===== config.mk =====
export PLATFORM = sky130hd
export DESIGN_NAME = uart_tx_buffered
export DESIGN_NICKNAME = d
export VERILOG_FILES = /design/src/rtl/collector_pkg.sv /design/src/rtl/tx_fifo.sv /design/src/rtl/uart_tx_buffered.sv
export SDC_FILE = /design/constraint.sdc
export NUM_CORES = 1
export LEC_CHECK = 0
export BUFFER_PORTS_ARGS = -buffer_cell sky130_fd_sc_hd__buf_2
export CAP_MARGIN = 20
export CORE_MARGIN = 1.5
export CORE_UTILIZATION = 55
export DETAILED_ROUTE_END_ITERATION = 7
export HOLD_SLACK_MARGIN = 0.03
export PLACE_DENSITY = 0.81
export SYNTH_ARGS = -nofsm -noshare
export SYNTH_HDL_FRONTEND = slang
export SYNTH_HIERARCHICAL = 1
export SYNTH_SLANG_ARGS = --single-unit

===== constraint.sdc =====
create_clock -name i_clk -period 12.3 [get_ports i_clk]
set_clock_uncertainty 0.2 [all_clocks]
set_input_delay 1.845 -clock i_clk [delete_from_list [all_inputs] [get_ports i_clk]]
set_output_delay 1.845 -clock i_clk [all_outputs]
set_load 0.005 [all_outputs]

===== src/rtl/collector_pkg.sv =====
// Shared widths, transmitter state encoding and helpers for the collector UART ports.
package collector_pkg;

  localparam int unsigned DATA_W = 8;
  localparam int unsigned BAUD_W = 16;

  typedef enum logic [1:0] {
    TX_IDLE,
    TX_START,
    TX_DATA,
    TX_STOP
  } tx_state_t;

  // A programmed period of zero behaves as a one-cycle bit.
  function automatic logic [BAUD_W-1:0] eff_period(input logic [BAUD_W-1:0] baud);
    return (baud == '0) ? BAUD_W'(1) : baud;
  endfunction

endpackage


===== src/rtl/tx_fifo.sv =====
// Synchronous byte FIFO feeding the UART transmitter; full/empty/overflow are registered.
module tx_fifo
  import collector_pkg::*;
#(
  parameter int unsigned DEPTH = 4
) (
  input  logic                       i_clk,
  input  logic                       i_rst,
  input  logic                       i_push,
  input  logic [DATA_W-1:0]          i_data,
  input  logic                       i_pop,
  output logic [DATA_W-1:0]          o_head,
  output logic                       o_full,
  output logic                       o_empty,
  output logic                       o_ovf,
  output logic [$clog2(DEPTH+1)-1:0] o_count
);

  localparam int unsigned PTR_W = $clog2(DEPTH);
  localparam int unsigned CNT_W = $clog2(DEPTH + 1);

  logic [DATA_W-1:0] mem_q [DEPTH];
  logic [DATA_W-1:0] mem_d [DEPTH];
  logic [PTR_W-1:0]  wr_ptr_q, wr_ptr_d;
  logic [PTR_W-1:0]  rd_ptr_q, rd_ptr_d;
  logic [CNT_W-1:0]  count_q, count_d;
  logic              full_q, full_d;
  logic              empty_q, empty_d;
  logic              ovf_q, ovf_d;
  logic              push_ok;
  logic              pop_ok;

  // Push is gated by the registered full flag, so a same-cycle pop never frees a slot.
  always_comb begin
    push_ok  = i_push && !full_q;
    pop_ok   = i_pop && !empty_q;
    mem_d    = mem_q;
    wr_ptr_d = wr_ptr_q;
    rd_ptr_d = rd_ptr_q;
    count_d  = count_q;

    if (push_ok) begin
      mem_d[wr_ptr_q] = i_data;
      wr_ptr_d        = wr_ptr_q + PTR_W'(1);
    end
    if (pop_ok) begin
      rd_ptr_d = rd_ptr_q + PTR_W'(1);
    end

    case ({push_ok, pop_ok})
      2'b10:   count_d = count_q + CNT_W'(1);
      2'b01:   count_d = count_q - CNT_W'(1);
      default: count_d = count_q;
    endcase

    full_d  = (count_d == CNT_W'(DEPTH));
    empty_d = (count_d == '0);
    ovf_d   = i_push && full_q;
  end

  always_ff @(posedge i_clk or negedge i_rst) begin
    if (!i_rst) begin
      for (int i = 0; i < int'(DEPTH); i++) begin
        mem_q[i] <= '0;
      end
      wr_ptr_q <= '0;
      rd_ptr_q <= '0;
      count_q  <= '0;
      full_q   <= 1'b0;
      empty_q  <= 1'b1;
      ovf_q    <= 1'b0;
    end else begin
      mem_q    <= mem_d;
      wr_ptr_q <= wr_ptr_d;
      rd_ptr_q <= rd_ptr_d;
      count_q  <= count_d;
      full_q   <= full_d;
      empty_q  <= empty_d;
      ovf_q    <= ovf_d;
    end
  end

  assign o_head  = mem_q[rd_ptr_q];
  assign o_full  = full_q;
  assign o_empty = empty_q;
  assign o_ovf   = ovf_q;
  assign o_count = count_q;

endmodule


===== src/rtl/uart_tx_buffered.sv =====
// Buffered UART transmitter: FIFO-fed 8N1/8N2 serialiser with a per-frame latched bit period.
module uart_tx_buffered
  import collector_pkg::*;
#(
  parameter int unsigned DEPTH     = 4,
  parameter int unsigned STOP_BITS = 1
) (
  input  logic        i_clk,
  input  logic        i_rst,
  input  logic [7:0]  i_D,
  input  logic        i_write,
  input  logic [15:0] i_baud,
  output logic        o_full,
  output logic        o_empty,
  output logic        o_busy,
  output logic        o_ovf,
  output logic        o_tx
);

  tx_state_t         state_q, state_d;
  logic [DATA_W-1:0] sh_q, sh_d;
  logic [BAUD_W-1:0] period_q, period_d;
  logic [BAUD_W-1:0] baud_cnt_q, baud_cnt_d;
  logic [2:0]        bit_idx_q, bit_idx_d;
  logic              stop_idx_q, stop_idx_d;
  logic              tx_q, tx_d;
  logic              busy_q, busy_d;

  logic              pop_c;
  logic              load_c;
  logic              bit_end_c;
  logic              fifo_empty;
  logic [DATA_W-1:0] fifo_head;

  tx_fifo #(
    .DEPTH(DEPTH)
  ) u_fifo (
    .i_clk   (i_clk),
    .i_rst   (i_rst),
    .i_push  (i_write),
    .i_data  (i_D),
    .i_pop   (pop_c),
    .o_head  (fifo_head),
    .o_full  (o_full),
    .o_empty (fifo_empty),
    .o_ovf   (o_ovf),
    .o_count ()
  );

  // Next-state, shift register and line value; load_c starts a frame from IDLE or end of STOP.
  always_comb begin
    state_d    = state_q;
    sh_d       = sh_q;
    period_d   = period_q;
    baud_cnt_d = baud_cnt_q + BAUD_W'(1);
    bit_idx_d  = bit_idx_q;
    stop_idx_d = stop_idx_q;
    tx_d       = tx_q;
    load_c     = 1'b0;
    bit_end_c  = (baud_cnt_q == (period_q - BAUD_W'(1)));

    case (state_q)
      TX_IDLE: begin
        tx_d       = 1'b1;
        baud_cnt_d = '0;
        load_c     = !fifo_empty;
      end
      TX_START: begin
        if (bit_end_c) begin
          tx_d       = sh_q[0];
          bit_idx_d  = '0;
          baud_cnt_d = '0;
          state_d    = TX_DATA;
        end
      end
      TX_DATA: begin
        if (bit_end_c) begin
          baud_cnt_d = '0;
          if (bit_idx_q == 3'd7) begin
            tx_d       = 1'b1;
            stop_idx_d = 1'b0;
            state_d    = TX_STOP;
          end else begin
            sh_d      = sh_q >> 1;
            tx_d      = sh_q[1];
            bit_idx_d = bit_idx_q + 3'd1;
          end
        end
      end
      TX_STOP: begin
        if (bit_end_c) begin
          baud_cnt_d = '0;
          if (stop_idx_q == 1'(STOP_BITS - 1)) begin
            if (fifo_empty) begin
              state_d = TX_IDLE;
            end else begin
              load_c = 1'b1;
            end
          end else begin
            stop_idx_d = stop_idx_q + 1'b1;
          end
        end
      end
      default: begin
        tx_d       = 1'b1;
        baud_cnt_d = '0;
        state_d    = TX_IDLE;
      end
    endcase

    if (load_c) begin
      sh_d       = fifo_head;
      period_d   = eff_period(i_baud);
      tx_d       = 1'b0;
      baud_cnt_d = '0;
      state_d    = TX_START;
    end

    pop_c  = load_c;
    busy_d = (state_d != TX_IDLE);
  end

  always_ff @(posedge i_clk or negedge i_rst) begin
    if (!i_rst) begin
      state_q    <= TX_IDLE;
      sh_q       <= '0;
      period_q   <= BAUD_W'(1);
      baud_cnt_q <= '0;
      bit_idx_q  <= '0;
      stop_idx_q <= 1'b0;
      tx_q       <= 1'b1;
      busy_q     <= 1'b0;
    end else begin
      state_q    <= state_d;
      sh_q       <= sh_d;
      period_q   <= period_d;
      baud_cnt_q <= baud_cnt_d;
      bit_idx_q  <= bit_idx_d;
      stop_idx_q <= stop_idx_d;
      tx_q       <= tx_d;
      busy_q     <= busy_d;
    end
  end

  assign o_empty = fifo_empty;
  assign o_busy  = busy_q;
  assign o_tx    = tx_q;

endmodule


==> flow_metrics.py, run 1 <==
metrics = {
    "die": {
        "die_w_um": 99.5,
        "io_pins": 32,
        "design.die.area_um2": 9900,
        "core_um2": 9150,
        "num_rows": 35,
        "die_h_um": 99.5,
        "start_util_pct": 56.0,
    },
    "clock_network": {
        "cts_hold_buf": 0,
        "htree_levels": 3,
        "cts_setup_buffers": 0,
        "cts_tree": "yes",
        "clock_latency_ns": 0.36,
        "root_buffer": "clkbuf_8",
        "cts_buffer_depth": 2,
        "clkSinkCount": 89,
        "numCtsBuffers": 9,
        "clk_pin_slew_ns": 0.09,
        "cts_resized": 0,
    },
    "synth": {
        "synth_seq_area_share_pct": 43.5,
        "syn-instance-count": 423,
        "ys_types": 71,
        "yosysTopAreaCellShare_pct": 42.0,
        "ys_top_cells_by_count": "86 x dfrtp_1, 38 x mux2_4, 30 x nor2_1, 23 x nand2_1, 21 x xor2_1",
        "yosysTopAreaCell": "dfrtp_1",
        "synth.most_common_cell": "dfrtp_1",
        "synthTopCellsByArea": "dfrtp_1 42%, mux2_4 11%, mux2_2 3.7%",
        "async_flop_share_pct": 100,
        "ys_warn_count": 6,
        "syn_nets": 464,
        "synth_area_um2": 5120,
        "ys_seq_elements": 89,
        "synth_edf_count": 0,
        "synthFlopType": "dfrtp_1",
        "syn_avg_cell_area_um2": 12.1,
    },
    "drt": {
        "postRouteAntennaNets": 0,
        "wl_per_cell_um": 17.9,
        "viasPerCell": 5.81,
        "wl_um": 10200,
        "vias": 3296,
        "drtIter0Drc": 207,
        "drt-pass1-iter-count": 4,
        "drc": 0,
    },
    "worst_setup_path": {
        "critical_path_class": "flip-flop to flip-flop",
        "rr_startpoint": "period_q[1]$_DFFE_PN0P_",
        "cp-endpoint": "u_fifo/o_empty$_DFF_PN1_",
        "slowest_delay_ns": 0.54,
        "crit_required_ns": 12.40,
        "crit_slowest_cell": "or4b_4",
        "crit_start": "period_q[1]$_DFFE_PN0P_",
        "crit_buf_inv": 3,
        "reg2reg_slack_ns": 7.58,
        "path_max_fanout": 18,
        "cp-start-kind": "flip-flop",
        "r2r_cells": 16,
        "crit_chain": "inv_1, ha_1, or4b_4, nor4_1, o21ai_0, o211ai_2, nand4_4, o21a_4, inv_6, nor2b_1, ha_1, inv_1, fa_1, xor2_1, or3_1, and3_1",
        "r2r-end": "u_fifo/o_empty$_DFF_PN1_",
        "critical-path-top-delay-family": "simple AND/OR/NAND/NOR gates",
        "cp-end-kind": "flip-flop",
        "arrival_ns": 4.82,
        "cp_num_cells": 16,
    },
    "placed_design": {
        "gp_congestion": 0.878,
        "portBuffers": 31,
        "dp.cells": 550,
        "dp_hpwl_um": 7440,
    },
    "sta": {
        "setup_violations": 0,
        "rsz0062_at_grt": "no",
        "period_share_pct": 38.3,
        "final-hold-violation-count": 0,
        "max_freq_ghz": 0.212,
        "slew_violations": 0,
        "tightest_slew_ns": 0.608,
        "slew_headroom_pct": 59.1,
        "finalSetupTns_ns": 0,
        "period_minus_slack_ns": 4.72,
    },
    "min_path": {
        "hp-class": "flip-flop to flip-flop",
    },
    "cells_and_area": {
        "fin_nets": 492,
        "n_fill_cell": 724,
        "fin_cells": 567,
        "fin_util_pct": 60.2,
        "diodes": 0,
        "drive_gt1_share_pct": 28.9,
        "area_growth_pct": 7.59,
    },
    "job": {
        "cap_violations": 0,
    },
    "global_routing": {
        "grt_pass1_vias": 3435,
        "grt_pass1_wl_um": 17300,
        "antenna_found_initial": 0,
        "grt.total_usage_pct": 22.7,
        "grt_overflow": 0,
        "grt_max_degree": 90,
    },
    "pwr": {
        "powerDensity_nw_per_um2": 234,
        "power_mw": 1.29,
        "leakage_nw": 2.52,
        "vdd_drop_max_uv": 157,
    },
    "status": {
        "status": "finished, final reports clean",
    },
}
-- through the flow --
stage	cell area, um^2	setup WS [ns]	hold WS (ns)
finish	5510	7.58	0.316
global route	5510	7.19	0.330
floorplan	5120	7.97	0.272
global placement	5320	7.74	0.289
CTS	5490	7.58	0.315
detailed placement	5320	7.59	0.291
-- worst reg2reg max path, delay by kind of cell (launching register included) --
| kind | cells | cell delay (ns) |
|---|---|---|
| buffers and inverters | 3 | 0.32 |
| xor gates and xnor gates | 1 | 0.20 |
| AOI/OAI and AO/OA | 3 | 0.82 |
| DFF | 1 | 0.41 |
| adders and majority gates | 3 | 0.91 |
| and+or+nand+nor | 6 | 1.81 |
-- cells in the final DEF, fill, tap and decap left out, types with 8 or more instances in the layout --
| cell type | Yosys | final |
|---|---|---|
| dfrtp_1 | 86 | 86 |
| mux2_4 | 38 | 38 |
| nor2_1 | 30 | 30 |
| buf_2 | 3 | 30 |
| nand2_1 | 23 | 23 |
| xor2_1 | 21 | 21 |
| mux2_2 | 17 | 17 |
| inv_1 | 16 | 16 |
| xnor2_1 | 16 | 16 |
| nand3_1 | 13 | 13 |
| ha_1 | 13 | 13 |
| nor4_1 | 10 | 10 |
| nor3_1 | 9 | 9 |
| and3_1 | 9 | 9 |
| clkbuf_8 | 0 | 9 |
| mux4_2 | 8 | 8 |
-- how the worst min path moves through the flow --
stage,slack (ns),start,to,depth (start not counted)
after global placement,0.29,u_fifo/mem_q[11]$_DFFE_PN0P_,u_fifo/mem_q[11]$_DFFE_PN0P_,1
after detailed placement,0.29,u_fifo/mem_q[9]$_DFFE_PN0P_,u_fifo/mem_q[9]$_DFFE_PN0P_,1
final,0.32,u_fifo/mem_q[9]$_DFFE_PN0P_,u_fifo/mem_q[9]$_DFFE_PN0P_,1
after floorplan,0.27,u_fifo/o_count[1]$_DFF_PN0_,u_fifo/o_count[1]$_DFF_PN0_,2
after CTS,0.31,u_fifo/mem_q[9]$_DFFE_PN0P_,u_fifo/mem_q[9]$_DFFE_PN0P_,1
after global routing,0.33,u_fifo/mem_q[15]$_DFFE_PN0P_,u_fifo/mem_q[15]$_DFFE_PN0P_,1
-- cell families after synthesis --
kind of cell    share of synthesized area (%)
xor+xnor                                 6.32
fa+ha+maj                                3.57
buf+inv                                  3.30
simple gates                             15.6
compound gates                           7.33
mux                                      20.3
flops                                    43.5
-- state kept, by name, summed over array words and instances (netlist names) --
signal and cells:
period_q 16, u_fifo/wr_ptr_q 2, u_fifo/mem_q 32, baud_cnt_q 16, o_busy 1, u_fifo/o_count 3
u_fifo/rd_ptr_q 2, o_tx 1, u_fifo/o_ovf 1, state_q 2, bit_idx_q 3, u_fifo/o_empty 1
u_fifo/o_full 1, sh_q 8
-- layer usage --
layer  up-vias  global-route usage [%]  share of wire (%)  wire length, um
li1       1580                       -                  -                -
met1      1646                    28.3                 43             4360
met2        58                    39.0                 51             5230
met3        12                    4.85                3.4              348
met4         0                    8.02                2.1              214
met5         -                       0                  0                0
-- report_power, final --
| part | switching, mW | internal, mW |
|---|---|---|
| Sequential | 0.129 | 0.415 |
| Clock | 0.104 | 0.0745 |
| Combinational | 0.253 | 0.317 |
-- cell type report --
type	instances	area (um^2)	share of cell area (%)
Timing Repair Buffer	32	185	3.36
Multi-Input combinational cell	302	2720	49.4
Inverter	17	68.8	1.25
Clock buffer	12	135	2.45
Tap cell	111	139	2.52
Clock inverter	4	30.0	0.545
Sequential cell	89	2230	40.5
No activity file was read; power rests on OpenSTA's default activity.
==> run 2: changes to the inputs <==
==> constraint.sdc (replaced) <==
create_clock -name i_clk -period 4.9 [get_ports i_clk]
set_clock_uncertainty 0.2 [all_clocks]
set_input_delay 0.735 -clock i_clk [delete_from_list [all_inputs] [get_ports i_clk]]
set_output_delay 0.735 -clock i_clk [all_outputs]
set_load 0.005 [all_outputs]
==> flow_metrics.py, run 2 (synthesized netlist as in run 1, its figures left out) <==
metrics = {
    "sta": {
        "tightest_slew_ns": 0.635,
        "slew_headroom_pct": 57.3,
        "setup_violations": 0,
        "slew_violations": 0,
        "period_minus_slack_ns": 4.63,
        "final-hold-violation-count": 0,
        "period_share_pct": 94.6,
        "fin_hold_ws_ns": 0.0679,
        "finalSetupTns_ns": 0,
        "max_freq_ghz": 0.216,
    },
    "pwr": {
        "switching_share_pct": 38.3,
        "power_mw": 3.31,
        "power_frac_comb_pct": 43.4,
        "switching_power_mw": 1.27,
        "p_seq_share_pct": 41.4,
        "pwr-share-clk_pct": 15.1,
        "leakage_nw": 2.54,
        "vdd_drop_max_uv": 336,
        "p_int_mw": 2.04,
        "powerDensity_nw_per_um2": 595,
    },
    "drt": {
        "vias": 3361,
        "viasPerCell": 5.93,
        "postRouteAntennaNets": 0,
        "drt-pass1-iter-count": 4,
        "drtIter0Drc": 142,
        "drc": 0,
        "wl_per_cell_um": 18.1,
        "wl_um": 10300,
    },
    "cells_and_area": {
        "regMostFlops": "u_fifo/mem_q",
        "final_common_cell": "dfrtp_1",
        "diodes": 0,
        "fin_cells": 567,
        "largest_registers": "u_fifo/mem_q (32), baud_cnt_q (16), period_q (16)",
        "area_growth_pct": 8.45,
        "final_design_area_no_fill_um2": 5560,
        "multi_input_area_um2": 2740,
        "drive_gt1_share_pct": 30.3,
        "layout_common_cells": "86 x dfrtp_1, 38 x mux2_4, 30 x nor2_1, 30 x buf_2, 23 x nand2_1",
        "register_area_um2": 2230,
        "largest_register_ffs": 32,
        "fin_nets": 492,
        "n_fill_cell": 713,
    },
    "worst_setup_path": {
        "rr_startpoint": "period_q[1]$_DFFE_PN0P_",
        "cp-start-kind": "flip-flop",
        "arrival_ns": 4.74,
        "r2r-end": "u_fifo/o_empty$_DFF_PN1_",
        "critical_path_class": "flip-flop to flip-flop",
        "cp-end-kind": "flip-flop",
        "r2r_cells": 16,
        "path_max_fanout": 18,
        "crit_required_ns": 5.01,
        "reg2reg_slack_ns": 0.27,
    },
    "die": {
        "start_util_pct": 56.0,
        "die_w_um": 99.5,
        "num_rows": 35,
        "design.die.area_um2": 9900,
        "core_um2": 9150,
        "io_pins": 32,
        "die_h_um": 99.5,
    },
    "placed_design": {
        "dp.cells": 550,
        "portBuffers": 31,
        "dp_hpwl_um": 7370,
        "placed_area_um2": 5320,
        "gp_congestion": 0.878,
    },
    "global_routing": {
        "grt_pass1_vias": 3467,
        "grt_max_degree": 90,
        "antenna_found_initial": 0,
        "grt_overflow": 0,
        "grt.total_usage_pct": 22.3,
        "grt_pass1_wl_um": 17300,
    },
    "clock_network": {
        "clk_pin_slew_ns": 0.10,
        "clock_latency_ns": 0.37,
        "cts_buffer_depth": 2,
        "htree_levels": 3,
        "numCtsBuffers": 9,
        "cts_hold_buf": 0,
        "clkSinkCount": 89,
        "cts_tree": "yes",
        "root_buffer": "clkbuf_8",
    },
    "status": {
        "status": "finished, final reports clean",
    },
    "job": {
        "cap_violations": 0,
    },
    "min_path": {
        "hp-class": "input pin to asynchronous set/reset pin",
    },
}
-- run 2: cell types whose count changed in the layout (fill, tap and decap cells not counted) --
cell        delta
nor4_1         -1
inv_8          +2
clkinv_2       -1
ha_2           +1
nor2b_1        -1
nor2b_2        +1
clkinv_4       +2
clkinv_8       +1
clkinvlp_4     -1
clkbuf_1       -3
nor4_2         +1
ha_1           -1
-- run 2: final cells by class --
type                    instances  share of cell area [%]
flip-flops and latches         89                    40.1
clock inverters                 7                    1.33
repair buffers                 32                    3.33
clock buffers                   9                    2.23
multi-input cells             302                    49.2
well taps                     111                    2.50
inverters                      17                    1.24
-- run 2: repair_timing --
item | CTS | global route
setup buffers | 0 | 0
resized for setup | 0 | 3
endpoints found under the setup margin | 0 | 3
-- run 2: how the worst max path moves through the flow --
stage / from / end / cells after the start
after CTS: period_q[0]$_DFFE_PN1P_ / u_fifo/o_empty$_DFF_PN1_ / 16
after global placement: period_q[1]$_DFFE_PN0P_ / u_fifo/o_empty$_DFF_PN1_ / 16
after detailed placement: period_q[0]$_DFFE_PN1P_ / u_fifo/o_empty$_DFF_PN1_ / 16
final: period_q[1]$_DFFE_PN0P_ / u_fifo/o_empty$_DFF_PN1_ / 16
after floorplan: period_q[0]$_DFFE_PN1P_ / u_fifo/o_empty$_DFF_PN1_ / 18
after global routing: period_q[1]$_DFFE_PN0P_ / u_fifo/o_empty$_DFF_PN1_ / 16
-- run 2: power groups by stage --
stage	clock network, mW	logic (mW)	registers, mW
2_1_floorplan	0	1.27	1.23
3_3_place_gp	0	1.37	1.35
3_5_place_dp	0	1.42	1.37
4_1_cts	0.520	1.43	1.36
5_1_grt	0.541	1.56	1.42
6_report	0.501	1.44	1.37
-- run 2: metrics by stage --
step,setup slack (ns),util (%)
2_1_floorplan,0.566,-
3_3_place_gp,0.339,58.1
3_5_place_dp,0.167,58.1
4_1_cts,0.132,60.3
5_1_grt,-0.000438,60.7
6_report,0.266,60.7
-- run 2: layer usage --
metal / up-vias / global-route usage, % / wire length (um)
met1: 1698 / 28.6 / 4400
met3: 20 / 3.72 / 346
met2: 72 / 38.5 / 5290
li1: 1571 / - / -
met5: - / 0 / 0
met4: 0 / 7.58 / 238
-- run 2: critical path, stage by stage (launching register included) --
cell      delay, ns
dfrtp_1        0.42
inv_1          0.07
ha_2           0.25
or4b_4         0.53
nor3b_1        0.24
o31ai_1        0.16
a311oi_4       0.30
nand4_4        0.22
o21a_4         0.36
inv_6          0.19
nor2b_2        0.23
ha_1           0.20
inv_1          0.07
fa_1           0.40
xor2_1         0.20
or3_1          0.34
and3_1         0.17
